**src/rtl/sipo_deser4_pkg.sv**
```systemverilog
`default_nettype none
// ============================================================================
//  Module  : sipo_deser4_pkg
//  Brief   : Shared state encodings, default width and counter-width helper
//            for the sipo_deser4 deserializer.
//  Rev     : 1.0  initial release
// ============================================================================
package sipo_deser4_pkg;

    localparam logic [0:0] ST_IDLE    = 1'b0;
    localparam logic [0:0] ST_COLLECT = 1'b1;

    localparam int DEFAULT_WIDTH = 4;

    // Width needed to hold 0..width, so the count field matches the bit_cnt port.
    function automatic int cnt_w(input int width);
        return $clog2(width + 1);
    endfunction

endpackage : sipo_deser4_pkg
`default_nettype wire

```
**src/rtl/sipo_deser4_bit_cnt.sv**
```systemverilog
`default_nettype none
// ============================================================================
//  Module  : deser_bit_cnt
//  Brief   : Mod-WIDTH bit counter with enable, sync clear and terminal flag.
//  Rev     : 1.0  initial release
// ============================================================================
module deser_bit_cnt
    import sipo_deser4_pkg::*;
#(
    parameter int WIDTH = DEFAULT_WIDTH
) (
    input  logic                      clk,
    input  logic                      rst_n,
    input  logic                      i_en,
    input  logic                      i_clr,
    output logic [cnt_w(WIDTH)-1:0]   o_cnt,
    output logic                      o_tc
);

    localparam int                c_CNT_W = cnt_w(WIDTH);
    localparam logic [c_CNT_W-1:0] c_LAST = c_CNT_W'(WIDTH - 1);

    logic [c_CNT_W-1:0] r_cnt;

    assign o_tc  = (r_cnt == c_LAST);
    assign o_cnt = r_cnt;

    always_ff @(posedge clk or negedge rst_n) begin
        if (!rst_n) begin
            r_cnt <= '0;
        end else if (i_clr) begin
            r_cnt <= '0;
        end else if (i_en) begin
            r_cnt <= o_tc ? '0 : r_cnt + 1'b1;
        end
    end

endmodule : deser_bit_cnt
`default_nettype wire

```
**src/rtl/sipo_deser4.sv**
```systemverilog
`default_nettype none
// ============================================================================
//  Module  : sipo_deser4
//  Brief   : Serial-in/parallel-out deserializer with a valid/ready output
//            holding register and sticky overrun flag.
//  Rev     : 1.0  initial release
// ============================================================================
module sipo_deser4
    import sipo_deser4_pkg::*;
#(
    parameter int WIDTH     = DEFAULT_WIDTH,
    parameter bit MSB_FIRST = 1'b1
) (
    input  logic                      sys_clk,
    input  logic                      sys_rst_n,
    input  logic                      clr,
    input  logic                      ser_in,
    input  logic                      ser_en,
    input  logic                      par_rdy,
    output logic [WIDTH-1:0]          par_out,
    output logic                      par_vld,
    output logic [cnt_w(WIDTH)-1:0]   bit_cnt,
    output logic                      busy,
    output logic                      overrun
);

    logic [WIDTH-1:0] r_sreg;
    logic [WIDTH-1:0] r_par_out;
    logic             r_par_vld;
    logic             r_overrun;
    logic [0:0]       r_state;

    logic [WIDTH-1:0] w_word;
    logic             w_tc;
    logic             w_complete;
    logic             w_slot_free;
    logic             w_take;

    generate
        if (MSB_FIRST) begin : g_msb_first
            assign w_word = {r_sreg[WIDTH-2:0], ser_in};
        end else begin : g_lsb_first
            assign w_word = {ser_in, r_sreg[WIDTH-1:1]};
        end
    endgenerate

    deser_bit_cnt #(
        .WIDTH (WIDTH)
    ) u_bit_cnt (
        .clk   (sys_clk),
        .rst_n (sys_rst_n),
        .i_en  (ser_en),
        .i_clr (clr),
        .o_cnt (bit_cnt),
        .o_tc  (w_tc)
    );

    assign w_complete  = ser_en & w_tc;
    assign w_take      = r_par_vld & par_rdy;
    // A word leaving on this edge frees the slot for one arriving on the same edge.
    assign w_slot_free = ~r_par_vld | par_rdy;

    always_ff @(posedge sys_clk or negedge sys_rst_n) begin
        if (!sys_rst_n) begin
            r_state <= ST_IDLE;
        end else if (clr) begin
            r_state <= ST_IDLE;
        end else begin
            case (r_state)
                ST_IDLE:    if (ser_en && !w_tc) r_state <= ST_COLLECT;
                ST_COLLECT: if (w_complete)      r_state <= ST_IDLE;
                default:                         r_state <= ST_IDLE;
            endcase
        end
    end

    always_ff @(posedge sys_clk or negedge sys_rst_n) begin
        if (!sys_rst_n) begin
            r_sreg    <= '0;
            r_par_out <= '0;
            r_par_vld <= 1'b0;
            r_overrun <= 1'b0;
        end else if (clr) begin
            r_sreg    <= '0;
            r_par_vld <= 1'b0;
            r_overrun <= 1'b0;
        end else begin
            if (ser_en) begin
                r_sreg <= w_word;
            end
            if (w_complete) begin
                if (w_slot_free) begin
                    r_par_out <= w_word;
                    r_par_vld <= 1'b1;
                end else begin
                    r_overrun <= 1'b1;
                end
            end else if (w_take) begin
                r_par_vld <= 1'b0;
            end
        end
    end

    assign par_out = r_par_out;
    assign par_vld = r_par_vld;
    assign overrun = r_overrun;
    assign busy    = (r_state == ST_COLLECT);

endmodule : sipo_deser4
`default_nettype wire

```
**config.mk**
```make
export PLATFORM = sky130hd
export DESIGN_NAME = sipo_deser4
export DESIGN_NICKNAME = d
export VERILOG_FILES = /design/src/rtl/sipo_deser4_pkg.sv /design/src/rtl/sipo_deser4_bit_cnt.sv /design/src/rtl/sipo_deser4.sv
export SDC_FILE = /design/constraint.sdc
export NUM_CORES = 1
export LEC_CHECK = 0
export BUFFER_PORTS_ARGS = -buffer_cell sky130_fd_sc_hd__buf_2
export CORE_AREA = 3 3 40 42
export CTS_BUF_LIST = sky130_fd_sc_hd__clkbuf_4 sky130_fd_sc_hd__clkbuf_8
export CTS_CLUSTER_SIZE = 25
export DETAILED_ROUTE_END_ITERATION = 7
export DIE_AREA = 0 0 43 45
export GPL_TIMING_DRIVEN = 0
export PLACE_DENSITY = 0.71
export SYNTH_ARGS = -nofsm -noshare
export SYNTH_HDL_FRONTEND = slang
export SYNTH_SLANG_ARGS = --single-unit
```
**constraint.sdc**
```tcl
create_clock -name sys_clk -period 1.5 [get_ports sys_clk]
set_input_delay 0.075 -clock sys_clk [delete_from_list [all_inputs] [get_ports sys_clk]]
set_output_delay 0.075 -clock sys_clk [all_outputs]
set_load 0.02 [all_outputs]
```
==> results of run 1 <==
==> state kept, by name, indices dropped and copies added (netlist names) <==
signal,count
par_out,4
r_sreg,3
u_bit_cnt.o_cnt,3
busy,1
overrun,1
par_vld,1
==> stage by stage <==
| step | setup TNS, ps | instances | worst slack, ps |
|---|---|---|---|
| 3_3_place_gp | -176 | 72 | -45.1 |
| 6_report | 0 | 80 | 7.51 |
| 3_5_place_dp | -179 | 72 | -51.0 |
| 2_1_floorplan | -30.7 | 44 | -7.76 |
| 5_1_grt | -176 | 80 | -49.0 |
| 4_1_cts | -114 | 79 | -44.1 |
==> what timing repair did <==
action                     in CTS  in global routing
buffers inserted                2                  1
setup endpoints to repair       4                  4
hold endpoints to repair       13                  0
pin swaps                       0                  1
hold buffers                    1                  0
gates resized for setup         1                  4
==> layout by cell type (no fill, tap or decap) <==
cell type | Yosys | routed
and3b_4 | 1 | 1
mux2_4 | 0 | 4
dfrtp_1 | 13 | 11
nor2_1 | 7 | 7
buf_6 | 1 | 2
nand3b_1 | 1 | 1
ha_4 | 0 | 1
nand3_1 | 1 | 1
clkbuf_4 | 0 | 4
a21oi_1 | 3 | 3
inv_1 | 1 | 1
dfrtp_2 | 0 | 2
buf_2 | 0 | 13
clkbuf_1 | 1 | 1
nand2b_1 | 3 | 3
a211oi_1 | 1 | 1
dlygate4sd3_1 | 0 | 1
nor3b_4 | 1 | 1
buf_4 | 0 | 2
nor2b_1 | 1 | 1
mux2i_1 | 3 | 3
nor3_1 | 1 | 1
==> path summary, 6_finish.rpt <==
check	start	end	slack, ps	depth (start not counted)
worst max register to register	u_bit_cnt.o_cnt[0]$_DFFE_PN0P_	par_out[2]$_DFFE_PN0P_	8	5
worst min register to register	overrun$_DFFE_PN0P_	overrun$_DFFE_PN0P_	500	2
worst max-delay path	u_bit_cnt.o_cnt[0]$_DFFE_PN0P_	par_out[2]$_DFFE_PN0P_	8	5
worst min-delay path	ser_en	u_bit_cnt.o_cnt[2]$_DFFE_PN0P_	40	2
min in group asynchronous	sys_rst_n	u_bit_cnt.o_cnt[2]$_DFFE_PN0P_	220	2
max in group asynchronous	sys_rst_n	u_bit_cnt.o_cnt[1]$_DFFE_PN0P_	1040	2
==> layer usage <==
metal | wire length (um) | GRT usage | vias to the layer above | part of all wire
met5 | 0 | 0 | - | 0
li1 | - | - | 190 | -
met2 | 456 | 0.189 | 12 | 0.42
met1 | 563 | 0.152 | 194 | 0.52
met4 | 0 | 0.0542 | 0 | 0
met3 | 69 | 0.0279 | 0 | 0.063
==> logic make-up after synthesis <==
group           count (synthesis)  share of synthesized area
buf+inv                         3                     0.0338
flops                          13                      0.587
fa+ha+maj                       1                     0.0226
simple gates                   16                      0.181
compound gates                  4                     0.0406
mux                             7                      0.135
==> power by group <==
group          switching (uW)  internal [uW]
clock                     107            121
combinational            48.8           39.4
sequential               11.0            366
total                     167            526
==> final cells by class <==
class | count | share of cell area
sequential | 13 | 0.446
multi-input combinational | 28 | 0.324
timing repair buffer | 17 | 0.138
clock buffer | 4 | 0.0409
tap | 15 | 0.0256
buffer | 2 | 0.0204
inverter | 1 | 0.00511
==> Yosys cell counts (all sizes together) <==
master / n
nor2: 7
mux2: 4
and3b: 1
nor2b: 1
nand3: 1
nand2b: 3
inv: 1
clkbuf: 1
a21oi: 3
buf: 1
a211oi: 1
dfrtp: 13
mux2i: 3
nand3b: 1
nor3: 1
ha: 1
nor3b: 1
==> impl_metrics.json, run 1 <==
{
  "outcome": "finished, final reports clean",
  "finalNetCount": 73,
  "hold_viol": 0,
  "synth_seq_cells": 13,
  "core-area_mm2": 0.00128,
  "crit_type": "reg2reg",
  "antenna_found_initial": 0,
  "vias": 396,
  "multi_input_area_um2": 238,
  "die_h_um": 45,
  "drcViolationCount": 0,
  "synth_area_per_cell_um2": 12.6,
  "synth_top_area_share": 0.587,
  "worst_slew_pin_slew_ps": 499,
  "portBuffers": 13,
  "ant_nets": 0,
  "end_kind": "register",
  "fin_skew_ps": 4.97,
  "fin_util": 0.572,
  "cp.required_ps": 1650,
  "path_cells": "ha_4 > and3b_4 > nor3b_4 > buf_6 > mux2_4",
  "grt_max_degree": 14,
  "irDropWorstVdd_mv": 0.414,
  "drive_above_1_share": 0.462,
  "die_w_um": 43,
  "hold_path.class": "in2reg",
  "netlist_instances": 44,
  "first_iter_violations": 7,
  "worstPathArrival_ps": 1650,
  "synthTopCellsByArea": "dfrtp_1, mux2_2, mux2i_1",
  "num_rows": 13,
  "ys_types": 17,
  "max_stage_delay_ps": 430,
  "cts_max_level": 1,
  "crit_fanout": 4,
  "clockBufferDepth": 2,
  "finalPower_uw": 693,
  "crit_buf_inv": 1,
  "synth_top_cell_by_area": "dfrtp_1",
  "nFillCells": 107,
  "p_leak_uw": 0.000371,
  "dieArea_mm2": 0.00194,
  "ioPinCount": 16,
  "grt_pass1_vias": 386,
  "cts_sinks": 13,
  "maxSlewViolCount": 0,
  "routed_via_density": 4.95,
  "cts.clk_slew.worst_paths_ps": 80,
  "cts-root-buf": "clkbuf_4",
  "syn-num-nets": 51,
  "routedWlPerCell_um": 13.6,
  "postPlaceCellArea_um2": 653,
  "cts_made_buffers": 3,
  "min_period_ps": 1490,
  "wl_mm": 1.09,
  "fin_hold_ws_ps": 43.8,
  "dr.pass1.iters": 4,
  "power_density_mw_per_mm2": 944,
  "rsz0062_at_grt": "yes",
  "gp_congestion": 0.646,
  "yosysWarnings": 0,
  "fin_crit_sh": 0.995,
  "critPathTopFamily": "flip-flops",
  "n_antenna_cell": 0,
  "cap_violations": 0,
  "grt_first_pass_wirelength_mm": 1.66,
  "cts_tree": "yes",
  "fmax_ghz": 0.670,
  "synth_area_um2": 554,
  "clock_latency_ps": 270,
  "globalRouteTotalUtil": 0.118,
  "register_area_um2": 328,
  "overflow": 0,
  "setup_viol": 0,
  "start_util": 0.431,
  "start_kind": "register",
  "synth-seq-area-share": 0.587,
  "fin_area_um2": 734,
  "maxSlewHeadroom": 0.667,
  "syn2layout_area_growth_pct": 32.5,
  "cp_slowest_cell": "dfrtp_2"
}
Note: power is estimated with default switching activity, not from simulation.
==> run 2: changes to the inputs <==
--- a/config.mk
+++ b/config.mk
@@ -5,6 +5,7 @@
 export SDC_FILE = /design/constraint.sdc
 export NUM_CORES = 1
 export LEC_CHECK = 0
+export ABC_AREA = 1
 export BUFFER_PORTS_ARGS = -buffer_cell sky130_fd_sc_hd__buf_2
 export CORE_AREA = 3 3 40 42
 export CTS_BUF_LIST = sky130_fd_sc_hd__clkbuf_4 sky130_fd_sc_hd__clkbuf_8
@@ -12,7 +13,8 @@
 export DETAILED_ROUTE_END_ITERATION = 7
 export DIE_AREA = 0 0 43 45
 export GPL_TIMING_DRIVEN = 0
-export PLACE_DENSITY = 0.71
+export PLACE_DENSITY = 0.72
+export SKIP_CTS_REPAIR_TIMING = 1
 export SYNTH_ARGS = -nofsm -noshare
 export SYNTH_HDL_FRONTEND = slang
 export SYNTH_SLANG_ARGS = --single-unit
==> run 2 against run 1 <==
Worst hold slack got worse by 11 ps. Sequential power rose by 1%. Critical path depth rose by 1. Via count rose by 13%. Total power rose by 2.3%. Synthesized cell count rose by 43%. Non-clock buffer count fell by 3. Fmax rose by 33%. Critical endpoint is now par_out[1]$_DFFE_PN0P_. Highest routed layer is now met4.
==> impl_metrics.json, run 2 <==
{
  "core-area_mm2": 0.00128,
  "start_util": 0.446,
  "top_layer": "met4",
  "maxSlewHeadroom": 0.808,
  "worst_slew_pin_slew_ps": 287,
  "vias": 448,
  "wl_met2_um": 454,
  "netlist_top_cells_count": "nand2_1, dfrtp_1, inv_1, nand3_1, nor2_1",
  "synthArstFlopShare": 1.00,
  "ant_nets": 0,
  "syn-num-nets": 70,
  "hpwl_um": 750,
  "yosysWarnings": 0,
  "fin_crit_sh": 0.749,
  "wirelength_met1_um": 443,
  "routed_via_density": 4.57,
  "instances_no_fill": 98,
  "p_leak_uw": 0.000389,
  "clockBufferDepth": 2,
  "cp.depth": 6,
  "die_w_um": 43,
  "critPathTopFamily": "simple AND/OR/NAND/NOR gates",
  "multi_input_area_um2": 214,
  "ys_types": 13,
  "synth_top_area_share": 0.568,
  "hold_path.class": "in2reg",
  "synth-seq-area-share": 0.568,
  "antenna_found_initial": 0,
  "synth_edf_count": 0,
  "cp_slowest_cell": "dfrtp_1",
  "wl_um": 957,
  "drcViolationCount": 0,
  "crit_fanout": 5,
  "ff2ff_path_depth": 6,
  "synth_area_um2": 573,
  "register_area_um2": 325,
  "cts_tree": "yes",
  "crit_type": "reg2reg",
  "start_kind": "register",
  "fin_skew_ps": 2.85,
  "cts.clk_slew.worst_paths_ps": 80,
  "max_stage_delay_ps": 380,
  "maxSlewViolCount": 0,
  "synth_top_cell_by_area": "dfrtp_1",
  "outcome": "finished, final reports clean",
  "first_iter_violations": 10,
  "drive_above_1_share": 0.289,
  "min_path_cells": 3,
  "cap_violations": 0,
  "cts-root-buf": "clkbuf_4",
  "critical_path.most_common_cell": "nand2_1",
  "synth_seq_cells": 13,
  "finalNetCount": 91,
  "globalRouteTotalUtil": 0.120,
  "end_kind": "register",
  "cts_sinks": 13,
  "grt_first_pass_wirelength_mm": 1.68,
  "syn2layout_area_growth_pct": 23.4,
  "ioPinCount": 16,
  "grt_pass1_vias": 406,
  "fmax_ghz": 0.890,
  "min_period_ps": 1120,
  "final_common_cell": "nand2_1",
  "rsz0062_at_grt": "no",
  "synth_area_per_cell_um2": 9.10,
  "grt_max_degree": 14,
  "fin_util": 0.550,
  "crit_buf_inv": 1,
  "setup_viol": 0,
  "fin_tns_setup_ps": 0,
  "irDropWorstVdd_mv": 0.548,
  "synth_most_common_cell": "nand2_1",
  "cts_max_level": 1,
  "hold_viol": 0,
  "largest_register_ffs": 4,
  "overflow": 0,
  "routedWlPerCell_um": 9.77,
  "netlist_instances": 63,
  "layout_common_cells": "nand2_1, buf_2, dfrtp_1, inv_1, nand3_1",
  "synthTopCellsByArea": "dfrtp_1, nand2_1, nand3_1",
  "num_rows": 13,
  "n_antenna_cell": 0,
  "cp.required_ps": 1660,
  "wl_met3_um": 38,
  "worstPathArrival_ps": 1290,
  "dieArea_mm2": 0.00194,
  "yosys_most_used_dff": "dfrtp_1",
  "power_density_mw_per_mm2": 1000,
  "dr.pass1.iters": 4,
  "cts_made_buffers": 3,
  "gp_congestion": 0.783,
  "portBuffers": 15,
  "die_h_um": 45,
  "nFillCells": 124,
  "path_cells": "ha_1 > inv_1 > nor2_1 > nand3_4 > nand2_1 > nand2_1",
  "fin_hold_ws_ps": 33.2,
  "clock_latency_ps": 270,
  "dp_cells": 93
}
## run 2: cell count changes in the layout (fill, tap and decap cells not counted), sizes merged, moves of 2 or more
cell    change
buf         -2
inv         +8
o21ai       +4
a21oi       -2
mux2i       -3
nand2b      -3
mux2        -4
nand2      +17
nand3       +7
## run 2: stage by stage
step / power, uW / area [um^2] / worst slack [ps]
floorplan: 445 / 573 / 312
global placement: 485 / 667 / 389
detailed placement: 486 / 667 / 395
CTS: 718 / 697 / 374
global route: 759 / 707 / 278
finish: 709 / 707 / 376
## run 2: final cells by class
| type | count | area share |
|---|---|---|
| Clock buffer | 4 | 0.0425 |
| Inverter | 9 | 0.0478 |
| Multi-Input combinational cell | 41 | 0.303 |
| Sequential cell | 13 | 0.460 |
| Tap cell | 15 | 0.0265 |
| Timing Repair Buffer | 16 | 0.120 |
## run 2: logic make-up after synthesis
logic type,after synthesis,synth area share
flops,13,0.568
compound gates,6,0.0546
fa+ha+maj,1,0.0218
buf+inv,9,0.0590
simple gates,33,0.282
xor+xnor,1,0.0153
## run 2: final timing paths
kind                                                start                              to  slack (ps)
hold / removal                                     ser_in           r_sreg[0]$_DFFE_PN0P_          30
setup / recovery           u_bit_cnt.o_cnt[0]$_DFFE_PN0P_          par_out[1]$_DFFE_PN0P_         380
hold reg to reg                    par_out[2]$_DFFE_PN0P_          par_out[2]$_DFFE_PN0P_         470
setup reg to reg           u_bit_cnt.o_cnt[0]$_DFFE_PN0P_          par_out[1]$_DFFE_PN0P_         380
min in group asynchronous                       sys_rst_n  u_bit_cnt.o_cnt[0]$_DFFE_PN0P_         210
max in group asynchronous                       sys_rst_n          par_out[3]$_DFFE_PN0P_        1070
## run 2: report_power, final
| group | total, uW | switching, uW | internal [uW] |
|---|---|---|---|
| logic | 98.7 | 64.3 | 34.4 |
| registers | 381 | 10.6 | 370 |
| clock network | 230 | 109 | 121 |
## run 2: per-layer routing
| layer | global-route usage | vias to the layer above |
|---|---|---|
| li1 | - | 239 |
| met1 | 0.155 | 199 |
| met2 | 0.186 | 8 |
| met3 | 0.0359 | 2 |
| met4 | 0.0542 | 0 |
| met5 | 0 | - |
## run 2: worst min-delay path, stage by stage
cell	delay, ps
buf_2	90
nand2_1	40
o21ai_0	60
==> run 3: changes to the inputs <==
--- a/config.mk
+++ b/config.mk
@@ -13,7 +13,7 @@
 export DETAILED_ROUTE_END_ITERATION = 7
 export DIE_AREA = 0 0 43 45
 export GPL_TIMING_DRIVEN = 0
-export PLACE_DENSITY = 0.72
+export PLACE_DENSITY = 0.7
 export SKIP_CTS_REPAIR_TIMING = 1
 export SYNTH_ARGS = -nofsm -noshare
 export SYNTH_HDL_FRONTEND = slang
==> constraint.sdc (replaced) <==
create_clock -name sys_clk -period 1.04 [get_ports sys_clk]
set_input_delay 0.052 -clock sys_clk [delete_from_list [all_inputs] [get_ports sys_clk]]
set_output_delay 0.052 -clock sys_clk [all_outputs]
set_load 0.02 [all_outputs]
==> run 3 against run 2 <==
Clock skew fell by 1.1 ps. Die area is the same. Via count up 5.8%. Global-route usage up 1.4 points. Sequential power is 45% higher. First-iteration DRC count down 70%. Critical endpoint is now par_vld$_DFFE_PN0P_. Largest cell class unchanged.
==> impl_metrics.json, run 3 (same netlist as run 2, synthesis figures left out) <==
{
  "outcome": "finished, final reports clean",
  "nFillCells": 134,
  "die_h_um": 45,
  "fmax_ghz": 0.982,
  "vias": 474,
  "dr.pass1.iters": 3,
  "portBuffers": 15,
  "globalRouteTotalUtil": 0.133,
  "end_kind": "register",
  "worstPathArrival_ps": 1160,
  "wl_mm": 1.11,
  "maxSlewViolCount": 0,
  "drcViolationCount": 0,
  "worst_slew_pin_slew_ps": 289,
  "regToRegStartpoint": "u_bit_cnt.o_cnt[0]$_DFFE_PN0P_",
  "cp_slowest_cell": "dfrtp_2",
  "core-area_mm2": 0.00128,
  "pre_cts_ws_ps": 13.4,
  "maxSlewHeadroom": 0.807,
  "syn2layout_area_growth_pct": 30.6,
  "grt_pass1_vias": 451,
  "cts_sinks": 13,
  "cp-endpoint": "par_vld$_DFFE_PN0P_",
  "ant_nets": 0,
  "irDropWorstVdd_mv": 0.929,
  "clock_latency_ps": 260,
  "power_density_mw_per_mm2": 1390,
  "routed_via_density": 4.79,
  "drive_above_1_share": 0.405,
  "overflow": 0,
  "path_cells": "ha_4 > inv_2 > nor2_4 > nand3_4 > o21ai_0",
  "grt_max_degree": 14,
  "setup_viol": 0,
  "min_path_cells": 3,
  "fin_crit_sh": 0.979,
  "cts_made_buffers": 3,
  "crit_type": "reg2reg",
  "finalNetCount": 92,
  "finalPower_uw": 1040,
  "num_rows": 13,
  "antenna_found_initial": 0,
  "cts-root-buf": "clkbuf_4",
  "die_w_um": 43,
  "p_leak_uw": 0.000390,
  "rsz0062_at_grt": "yes",
  "cts_max_level": 1,
  "fin_skew_ps": 1.71,
  "fin_tns_setup_ps": 0,
  "first_iter_violations": 3,
  "grt_first_pass_wirelength_mm": 1.86,
  "ff2ff_path_depth": 5,
  "cp.required_ps": 1180,
  "crit_fanout": 5,
  "crit_start": "u_bit_cnt.o_cnt[0]$_DFFE_PN0P_",
  "cts.clk_slew.worst_paths_ps": 80,
  "layout_common_cells": "nand2_1, buf_2, dfrtp_1, inv_1, nand3_1",
  "cap_violations": 0,
  "start_kind": "register",
  "routedWlPerCell_um": 11.2,
  "ioPinCount": 16,
  "finalWorstSetupSlack_ps": 21.3,
  "largest_register_ffs": 4,
  "dieArea_mm2": 0.00194,
  "clockBufferDepth": 2,
  "r2r_slack_ps": 20,
  "n_antenna_cell": 0,
  "hold_viol": 0,
  "gp_congestion": 0.738,
  "min_period_ps": 1020,
  "max_stage_delay_ps": 440,
  "hold_path.class": "in2reg",
  "hpwl_um": 814,
  "worstReg2RegEnd": "par_vld$_DFFE_PN0P_",
  "start_util": 0.446,
  "cts_tree": "yes"
}
## run 3: area by class of cell
class | count | area [um^2] | area share
repair buffers | 17 | 92.6 | 0.124
clock buffers | 4 | 30.0 | 0.0401
inverters | 9 | 33.8 | 0.0452
well taps | 15 | 18.8 | 0.0251
multi-input cells | 41 | 244 | 0.326
flip-flops and latches | 13 | 329 | 0.440
## run 3: where the power goes
group	total (uW)	internal [uW]	leakage, uW	switching [uW]
Clock	329	174	0.0000184	154
Combinational	157	59.0	0.000199	98.4
Sequential	554	535	0.000172	19.4
Total	1040	768	0.000390	272
## run 3: critical path: cells and delay by family (launching register included)
family	cells	cell delay [ps]
compound gates	1	110
fa+ha+maj	1	180
buf+inv	1	60
flops	1	440
simple gates	2	120
## run 3: per-layer routing
layer,wire [um],track usage,vias to the layer above
met5,0,0,-
met4,9,0.0723,0
met3,44,0.0359,2
met2,571,0.207,6
met1,483,0.171,224
li1,-,-,242
## run 3: through the flow
stage	util	cells	hold WS, ps	instance area [um^2]
6_report	0.582	99	15.7	748
5_1_grt	0.582	99	8.85	748
4_1_cts	0.560	97	-342	719
3_5_place_dp	0.537	93	-44.1	689
3_3_place_gp	0.537	93	-50.7	689
2_1_floorplan	-	63	-244	596
## run 3: worst min path at each step
stage | from | endpoint | slack, ps
6_report | ser_in | r_sreg[0]$_DFFE_PN0P_ | 20
5_1_grt | clr | overrun$_DFFE_PN0P_ | 9
4_1_cts | sys_rst_n | busy$_DFF_PN0_ | -340
3_5_place_dp | sys_rst_n | busy$_DFF_PN0_ | -40
3_3_place_gp | sys_rst_n | busy$_DFF_PN0_ | -50
2_1_floorplan | sys_rst_n | busy$_DFF_PN0_ | -240
